$ cat config.mk
export PLATFORM = sky130hd
export DESIGN_NAME = vga_timing_gen
export DESIGN_NICKNAME = d
export VERILOG_FILES = /design/src/rtl/vga_timing_pkg.sv /design/src/rtl/vga_sync_delay.sv /design/src/rtl/vga_timing_gen.sv
export SDC_FILE = /design/constraint.sdc
export NUM_CORES = 1
export LEC_CHECK = 0
export ABC_AREA = 1
export CORE_MARGIN = 3
export CORE_UTILIZATION = 54
export CTS_CLUSTER_DIAMETER = 80
export DETAILED_ROUTE_END_ITERATION = 16
export PLACE_DENSITY = 0.8
export SLEW_MARGIN = 5
export SYNTH_ARGS = -nofsm -noshare
export SYNTH_HDL_FRONTEND = slang
export SYNTH_SLANG_ARGS = --single-unit
$ cat constraint.sdc
create_clock -name vga_clk -period 2.69 [get_ports vga_clk]
set_input_delay 0.538 -clock vga_clk [delete_from_list [all_inputs] [get_ports vga_clk]]
set_output_delay 0.538 -clock vga_clk [all_outputs]
set_load 0.02 [all_outputs]
$ cat src/rtl/vga_timing_pkg.sv
// Shared 640x480@60 raster constants and the coordinate type used by the
// timing generator and the sprite drawing stages.
package vga_timing_pkg;

  localparam int H_VIS        = 640;
  localparam int H_FP         = 16;
  localparam int H_SYNC       = 96;
  localparam int H_BP         = 48;
  localparam int H_TOTAL      = H_VIS + H_FP + H_SYNC + H_BP;
  localparam int H_SYNC_START = H_VIS + H_FP;
  localparam int H_SYNC_END   = H_SYNC_START + H_SYNC;

  localparam int V_VIS        = 480;
  localparam int V_FP         = 10;
  localparam int V_SYNC       = 2;
  localparam int V_BP         = 33;
  localparam int V_TOTAL      = V_VIS + V_FP + V_SYNC + V_BP;
  localparam int V_SYNC_START = V_VIS + V_FP;
  localparam int V_SYNC_END   = V_SYNC_START + V_SYNC;

  // hs/vs lag behind DrawX/DrawY by this many cycles to line up with the
  // registered colour output of the drawing stages.
  localparam int SYNC_DLY     = 1;

  typedef logic [9:0] coord_t;

endpackage

$ cat src/rtl/vga_sync_delay.sv
// Reset-to-one shift register that delays the active-low sync pair so it
// leaves the block alongside the pixel pipeline's colour output.
module vga_sync_delay #(
  parameter int DEPTH = 1,
  parameter int WIDTH = 2
) (
  input  logic             clk,
  input  logic             rst_n,
  input  logic [WIDTH-1:0] din,
  output logic [WIDTH-1:0] dout
);

  generate
    if (DEPTH == 0) begin : g_bypass
      logic unused_clk_rst;
      assign unused_clk_rst = clk ^ rst_n;
      assign dout = din;
    end else begin : g_shift
      logic [WIDTH-1:0] stage_q [DEPTH];
      logic [WIDTH-1:0] stage_d [DEPTH];

      always_comb begin
        stage_d[0] = din;
        for (int i = 1; i < DEPTH; i++) begin
          stage_d[i] = stage_q[i-1];
        end
      end

      // Idle sync level is high, so every stage resets to one.
      always_ff @(posedge clk or negedge rst_n) begin
        if (!rst_n) begin
          for (int i = 0; i < DEPTH; i++) begin
            stage_q[i] <= {WIDTH{1'b1}};
          end
        end else begin
          stage_q <= stage_d;
        end
      end

      assign dout = stage_q[DEPTH-1];
    end
  endgenerate

endmodule

$ cat src/rtl/vga_timing_gen.sv
// Raster timing generator: pixel/line counters, registered blank, delayed
// hs/vs, and a per-frame tick with an 8-bit frame counter for game logic.
module vga_timing_gen
  import vga_timing_pkg::*;
#(
  parameter int H_ACTIVE   = H_VIS,
  parameter int H_FRONT    = H_FP,
  parameter int H_SYNC_W   = H_SYNC,
  parameter int H_BACK     = H_BP,
  parameter int V_ACTIVE   = V_VIS,
  parameter int V_FRONT    = V_FP,
  parameter int V_SYNC_W   = V_SYNC,
  parameter int V_BACK     = V_BP,
  parameter int SYNC_DELAY = SYNC_DLY
) (
  input  logic       vga_clk,
  input  logic       reset_n,
  output logic [9:0] DrawX,
  output logic [9:0] DrawY,
  output logic       blank,
  output logic       hs,
  output logic       vs,
  output logic       frame_tick,
  output logic [7:0] frame_count
);

  localparam coord_t X_LAST = coord_t'(H_ACTIVE + H_FRONT + H_SYNC_W + H_BACK - 1);
  localparam coord_t X_VIS  = coord_t'(H_ACTIVE);
  localparam coord_t X_SS   = coord_t'(H_ACTIVE + H_FRONT);
  localparam coord_t X_SE   = coord_t'(H_ACTIVE + H_FRONT + H_SYNC_W);
  localparam coord_t Y_LAST = coord_t'(V_ACTIVE + V_FRONT + V_SYNC_W + V_BACK - 1);
  localparam coord_t Y_VIS  = coord_t'(V_ACTIVE);
  localparam coord_t Y_SS   = coord_t'(V_ACTIVE + V_FRONT);
  localparam coord_t Y_SE   = coord_t'(V_ACTIVE + V_FRONT + V_SYNC_W);

  coord_t     x_q, x_d;
  coord_t     y_q, y_d;
  logic       blank_q, blank_d;
  logic       tick_q, tick_d;
  logic [7:0] count_q, count_d;
  logic       hsync_raw, vsync_raw;
  logic [1:0] sync_dly;

  // blank and tick are derived from the next coordinates so that, once
  // registered, they line up exactly with DrawX/DrawY.
  always_comb begin
    x_d     = x_q;
    y_d     = y_q;
    blank_d = 1'b0;
    tick_d  = 1'b0;
    count_d = count_q;
    if (x_q == X_LAST) begin
      x_d = 10'd0;
      if (y_q == Y_LAST) begin
        y_d = 10'd0;
      end else begin
        y_d = y_q + 10'd1;
      end
    end else begin
      x_d = x_q + 10'd1;
    end
    blank_d = (x_d < X_VIS) && (y_d < Y_VIS);
    tick_d  = (x_d == 10'd0) && (y_d == Y_VIS);
    if (tick_d) begin
      count_d = count_q + 8'd1;
    end else begin
      count_d = count_q;
    end
  end

  // Reset parks the counters on the last pixel so the first edge lands on (0,0).
  always_ff @(posedge vga_clk or negedge reset_n) begin
    if (!reset_n) begin
      x_q     <= X_LAST;
      y_q     <= Y_LAST;
      blank_q <= 1'b0;
      tick_q  <= 1'b0;
      count_q <= 8'd0;
    end else begin
      x_q     <= x_d;
      y_q     <= y_d;
      blank_q <= blank_d;
      tick_q  <= tick_d;
      count_q <= count_d;
    end
  end

  assign hsync_raw = ~((x_q >= X_SS) && (x_q < X_SE));
  assign vsync_raw = ~((y_q >= Y_SS) && (y_q < Y_SE));

  vga_sync_delay #(
    .DEPTH (SYNC_DELAY),
    .WIDTH (2)
  ) u_sync_delay (
    .clk   (vga_clk),
    .rst_n (reset_n),
    .din   ({vsync_raw, hsync_raw}),
    .dout  (sync_dly)
  );

  assign DrawX       = x_q;
  assign DrawY       = y_q;
  assign blank       = blank_q;
  assign hs          = sync_dly[0];
  assign vs          = sync_dly[1];
  assign frame_tick  = tick_q;
  assign frame_count = count_q;

endmodule
== Yosys cells after proc, flatten, opt, wreduce, memory -nomap -nowiden ==
Cells that the tools add are included.

* Register bits: 32
* Bits of input ports: 2
* Output and inout port bits: 32

* Add/subtract/negate cells: 3
* Magnitude comparators: 6
* Equal/unequal tests: 3
* Mux-type cells: 3
* Bitwise operators: 2
* Reduce and logical (&&, ||, !) cells: 5

{| class="wikitable"
|+ Operators by type and width
! kind !! count
|-
| $mux 10 || 3
|-
| $add 10x1->10 const B || 2
|-
| $eq 10x10->1 const B || 2
|-
| $lt 10x10->1 const B || 2
|-
| $lt 10x9->1 const B || 2
|-
| $eq 10x9->1 const B || 1
|-
| $ge 10x10->1 const B || 1
|-
| $ge 10x9->1 const B || 1
|-
| $logic_not 10->1 || 1
|-
| $add 8x1->8 const B || 1
|-
| $logic_and 1x1->1 || 4
|-
| $not 1->1 || 2
|}

== Depth between registers and ports, before layout ==
* Word-level depth: 5
* Mapped depth: 14

== Modules after synthesis ==
A second synthesis with hierarchy kept.

* Cells, all modules: 298
* Area, all modules: 2135.8 um2

{| class="wikitable"
|+ Modules (own cells, without submodules)
! module !! times used !! cells an instance !! area each (um2) !! sequential area each (um2)
|-
| vga_timing_gen || 1 || 296 || 2083.2 || 763.2
|-
| vga_sync_delay || 1 || 2 || 52.6 || 52.6
|}

== Least setup slack after synthesis ==
Ideal clock, no wire load.

* Path type: flip-flop to flip-flop
* From: reg x_q[0] (netlist: DrawX[0])
* To: reg count_q[5] (netlist: frame_count[5])
* Library setup time: 0.118 ns
* Data arrival time: 1.964 ns
* Path slack: 0.608 ns
* Stages on the path, launching flop included: 13
* Path buffers: 0
* Clock period less this slack: 2.082 ns
* Cells stage by stage: dfstp_2 ha_1 nand2_2 nor2_8 nand4_4 nand2_1 nand2_1 nor2_1 nand2_2 nor2_8 nand3_4 nand2_1 nand2_1

* Longest elaborated chain between the ends: 4

{| class="wikitable"
|+ Ends and longest elaborated chain
! item !! line !! text
|-
| start, declared || vga_timing_gen.sv:36 || <nowiki>coord_t x_q, x_d;</nowiki>
|-
| start signal, assigned || vga_timing_gen.sv:74 || <nowiki>x_q <= X_LAST;</nowiki>
|-
| start signal, assigned || vga_timing_gen.sv:80 || <nowiki>x_q <= x_d;</nowiki>
|-
| $add 10x1->10 / $eq 10x10->1 (equally long branches) || vga_timing_gen.sv:60, vga_timing_gen.sv:52 ||
|-
| $mux 10 || vga_timing_gen.sv:52 || <nowiki>if (x_q == X_LAST) begin</nowiki>
|-
| $logic_not 10->1 / $eq 10x9->1 (equally long branches) || vga_timing_gen.sv:63 || <nowiki>tick_d = (x_d == 10'd0) && (y_d == Y_VIS);</nowiki>
|-
| $logic_and 1x1->1 (*) || vga_timing_gen.sv:63 ||
|-
| end signal, assigned || vga_timing_gen.sv:84 || <nowiki>count_q <= count_d;</nowiki>
|-
| end, declared || vga_timing_gen.sv:40 || <nowiki>logic [7:0] count_q, count_d;</nowiki>
|}

Every way passes the cells marked *; elsewhere a longest branch is shown, timed or not.
A chain may end at the register's enable or synchronous reset.

== Worst setup path after layout ==
Ends and elaborated chain as after synthesis.

==> flow_summary_export.csv <==
group,metric,value,unit
clocking,cts_setup_buffers,0,
critical_path,slowest_delay,570,ps
pwr,p_sw,0.185,mW
timing,tightestPinTransition,396,ps
timing,final_hold_viol_count,0,
route,via_per_inst,5.12,
synth,netlist_area,2120,um^2
place,routabilityCongestion,0.942,
synth,synthTopCellsByArea,"dfrtp_1, nand2_1, dfstp_2",
route,wl_met2,2.26,mm
critical_path,regToRegEndpoint,"frame_count[5]",
critical_path,regToRegSetupSlack,410,ps
clocking,clk_pin_slew,70,ps
synth,yosysMostFrequentCell,"nand2_1",
min_path,hp-start,"frame_count[3]",
synth,yosysWarnings,0,
synth,synth-edff-count,0,
pwr,power.density,377,nW/um^2
floorplan,die_height,68.7,um
critical_path,path_cells,"ha_1, nand2_2, nor2_8, nand3_4, nand3_1, nand2_1, nor2_1, nand2_1, nor2_4, nand3_4, nand2_1, nand2_1",
route,wl_per_cell,12.6,um
job,drv_cap,0,
synth,synthTopCellsByCount,"nand2_1, inv_1, nand3_1, nor2_1, dfrtp_1",
route,wl_met1,2.25,mm
critical_path,cp-endpoint,"frame_count[5]",
synth,post-synth-top-area-cell,"dfrtp_1",
synth,seq_area_frac_synth,0.384,
critical_path,worstSetupEndpointType,"flop",
floorplan,start_util,0.571,
clocking,ctsHoldBuffers,0,
clocking,cts_tree,"yes",
timing,period_needed,2280,ps
critical_path,worst_ep_arrival_time,2460,ps
global_routing,grt_pass1_wl,8.09,mm
critical_path,cp_data_required_time,2870,ps
global_routing,grt_antenna_before_repair,0,
min_path,hold_path.class,"reg2reg",
timing,slew_headroom,0.736,
critical_path,reg2regPathDepth,12,
clocking,clock_sinks,32,
timing,rsz0062_at_grt,"false",
floorplan,coreArea,3720,um^2
timing,tns,0,ps
route,ant_nets,0,
synth,yosysUniqueCellTypes,25,
route,first_iter_violations,152,
critical_path,critPathKind,"reg2reg",
global_routing,grt_pass1_vias,1810,
route,wl_met3,207,um
critical_path,critPathBufInv,0,
route,dr.max_layer_used,"met4",
clocking,cts-root-buf,"clkbuf_8",
synth,ys_async_sr_fraction,1.00,
final_layout,num_antenna_cells,0,
pwr,power.leakage,1.32,nW
clocking,h-tree-depth,2,
global_routing,grt_usage,0.233,
synth,ys_ff_latch,32,
route,post-route-drc-count,0,
critical_path,worst-path-stages,12,
route,drt-total-wl,4.79,mm
critical_path,crit_slowest_cell,"dfstp_2",
final_layout,drive_gt1_frac,0.159,
min_path,min_delay_path_depth,2,
route,firstDrtPassIters,4,
synth,syn_area_per_cell,7.27,um^2
pwr,intPower,0.811,mW
synth,synthCells,292,
critical_path,rr_startpoint,"DrawX[0]",
final_layout,syn2layout_area_growth,24.5,%
floorplan,rows,22,
clocking,cts_buffer_depth,2,
run_status,status,"finished, final reports clean",
floorplan,dieWidth,68.7,um
synth,synth_flop_cell,"dfrtp_1",
clocking,ctsResizeCount,0,
place,port_buffers,33,
timing,drv_slew,0,
critical_path,cp_common_cell,"nand2_1",
floorplan,die-area,4720,um^2
final_layout,fin_nets,340,
pwr,ir_drop,0.300,mV
timing,setup_viol_count_final,0,
synth,synth_nets,300,
pwr,power.share.clock,0.505,
synth,netlist.area_leader.share,0.236,
global_routing,grt_max_degree,33,
global_routing,grt-ovfl-total,0,
timing,max_freq,0.439,GHz
critical_path,critPathLaunchType,"flop",
timing,finClkSkew,3.32,ps
clocking,clkLatencyLatePin,290,ps
critical_path,cp_top_family,"simple AND/OR/NAND/NOR gates",
pwr,comb_power_share,0.011,
critical_path,crit_path_start,"DrawX[0]",
critical_path,path_max_fanout,8,
clocking,numCtsBuffers,5,
timing,hold-worst-slack,530,ps
route,vias,1952,
floorplan,num_io_pins,34,
pwr,p_sw_frac,0.186,
pwr,p_seq_frac,0.484,
place,hpwl,3.55,mm
timing,fin_crit_sh,0.847,
-- area by class of cell --
type                    instances  area (um^2)
multi-input cells             210         1120
repair buffers                 34          338
flip-flops and latches         32          816
well taps                      48         60.1
inverters                      49          184
clock buffers                   7         96.3
fillers                       294         1070
clock inverters                 1         30.0
-- how the worst min path moves through the flow --
stage | endpoint | slack, ps
2_1_floorplan | DrawX[5] | 240
3_3_place_gp | frame_count[3] | 500
3_5_place_dp | frame_count[3] | 520
4_1_cts | frame_count[3] | 530
5_1_grt | frame_count[4] | 560
6_report | frame_count[3] | 530
-- flip-flops by register name (all words and copies together) (netlist names) --
signal / flops
DrawX: 10
DrawY: 10
frame_count: 8
u_sync_delay.dout: 2
blank: 1
frame_tick: 1
-- layout by cell type (no fill, tap or decap), types with 9 or more instances in the layout --
| master | count |
|---|---|
| inv_1 | 41 |
| nand2_1 | 87 |
| clkdlybuf4s50_1 | 33 |
| nand4_1 | 10 |
| dfrtp_1 | 20 |
| nand3_1 | 34 |
| nor2_1 | 29 |
| nand2_2 | 9 |
| dfstp_2 | 12 |
-- through the flow --
| step | setup WS, ps | utilization | cell area, um^2 | instances | power, mW |
|---|---|---|---|---|---|
| finish | 411 | 0.711 | 2640 | 381 | 0.996 |
| global route | 195 | 0.711 | 2640 | 381 | 1.03 |
| CTS | 424 | 0.711 | 2640 | 381 | 1.01 |
| detailed placement | 451 | 0.677 | 2520 | 373 | 0.502 |
| global placement | 464 | 0.677 | 2520 | 373 | 0.502 |
| floorplan | 608 | - | 2120 | 292 | 0.490 |
-- power by group through the flow --
stage	sequential (mW)	combinational, mW	clock [mW]
2_1_floorplan	0.490	0.000000743	0
3_3_place_gp	0.490	0.0119	0
3_5_place_dp	0.490	0.0119	0
4_1_cts	0.482	0.0120	0.513
5_1_grt	0.482	0.0130	0.536
6_report	0.482	0.0111	0.503
-- layer usage --
| metal | up-vias | track usage |
|---|---|---|
| met4 | 0 | 0.0803 |
| met3 | 6 | 0.0486 |
| met2 | 48 | 0.371 |
| met5 | - | 0 |
| li1 | 997 | - |
| met1 | 901 | 0.316 |
-- worst min-delay path, stage by stage, from the launching register on --
cell and delay [ps]:
dfrtp_1 390, nand2_1 60, nand2_1 50
-- cells by family after synthesis --
group / count (synthesis) / share of synthesized area
AND/OR/NAND/NOR: 190 / 0.441
flip-flops: 32 / 0.384
AO/OA/AOI/OAI: 7 / 0.0218
buffers and inverters: 50 / 0.0890
XOR/XNOR: 7 / 0.0289
adder cells (fa/ha/maj): 6 / 0.0354
(Power assumes the default switching activity.)
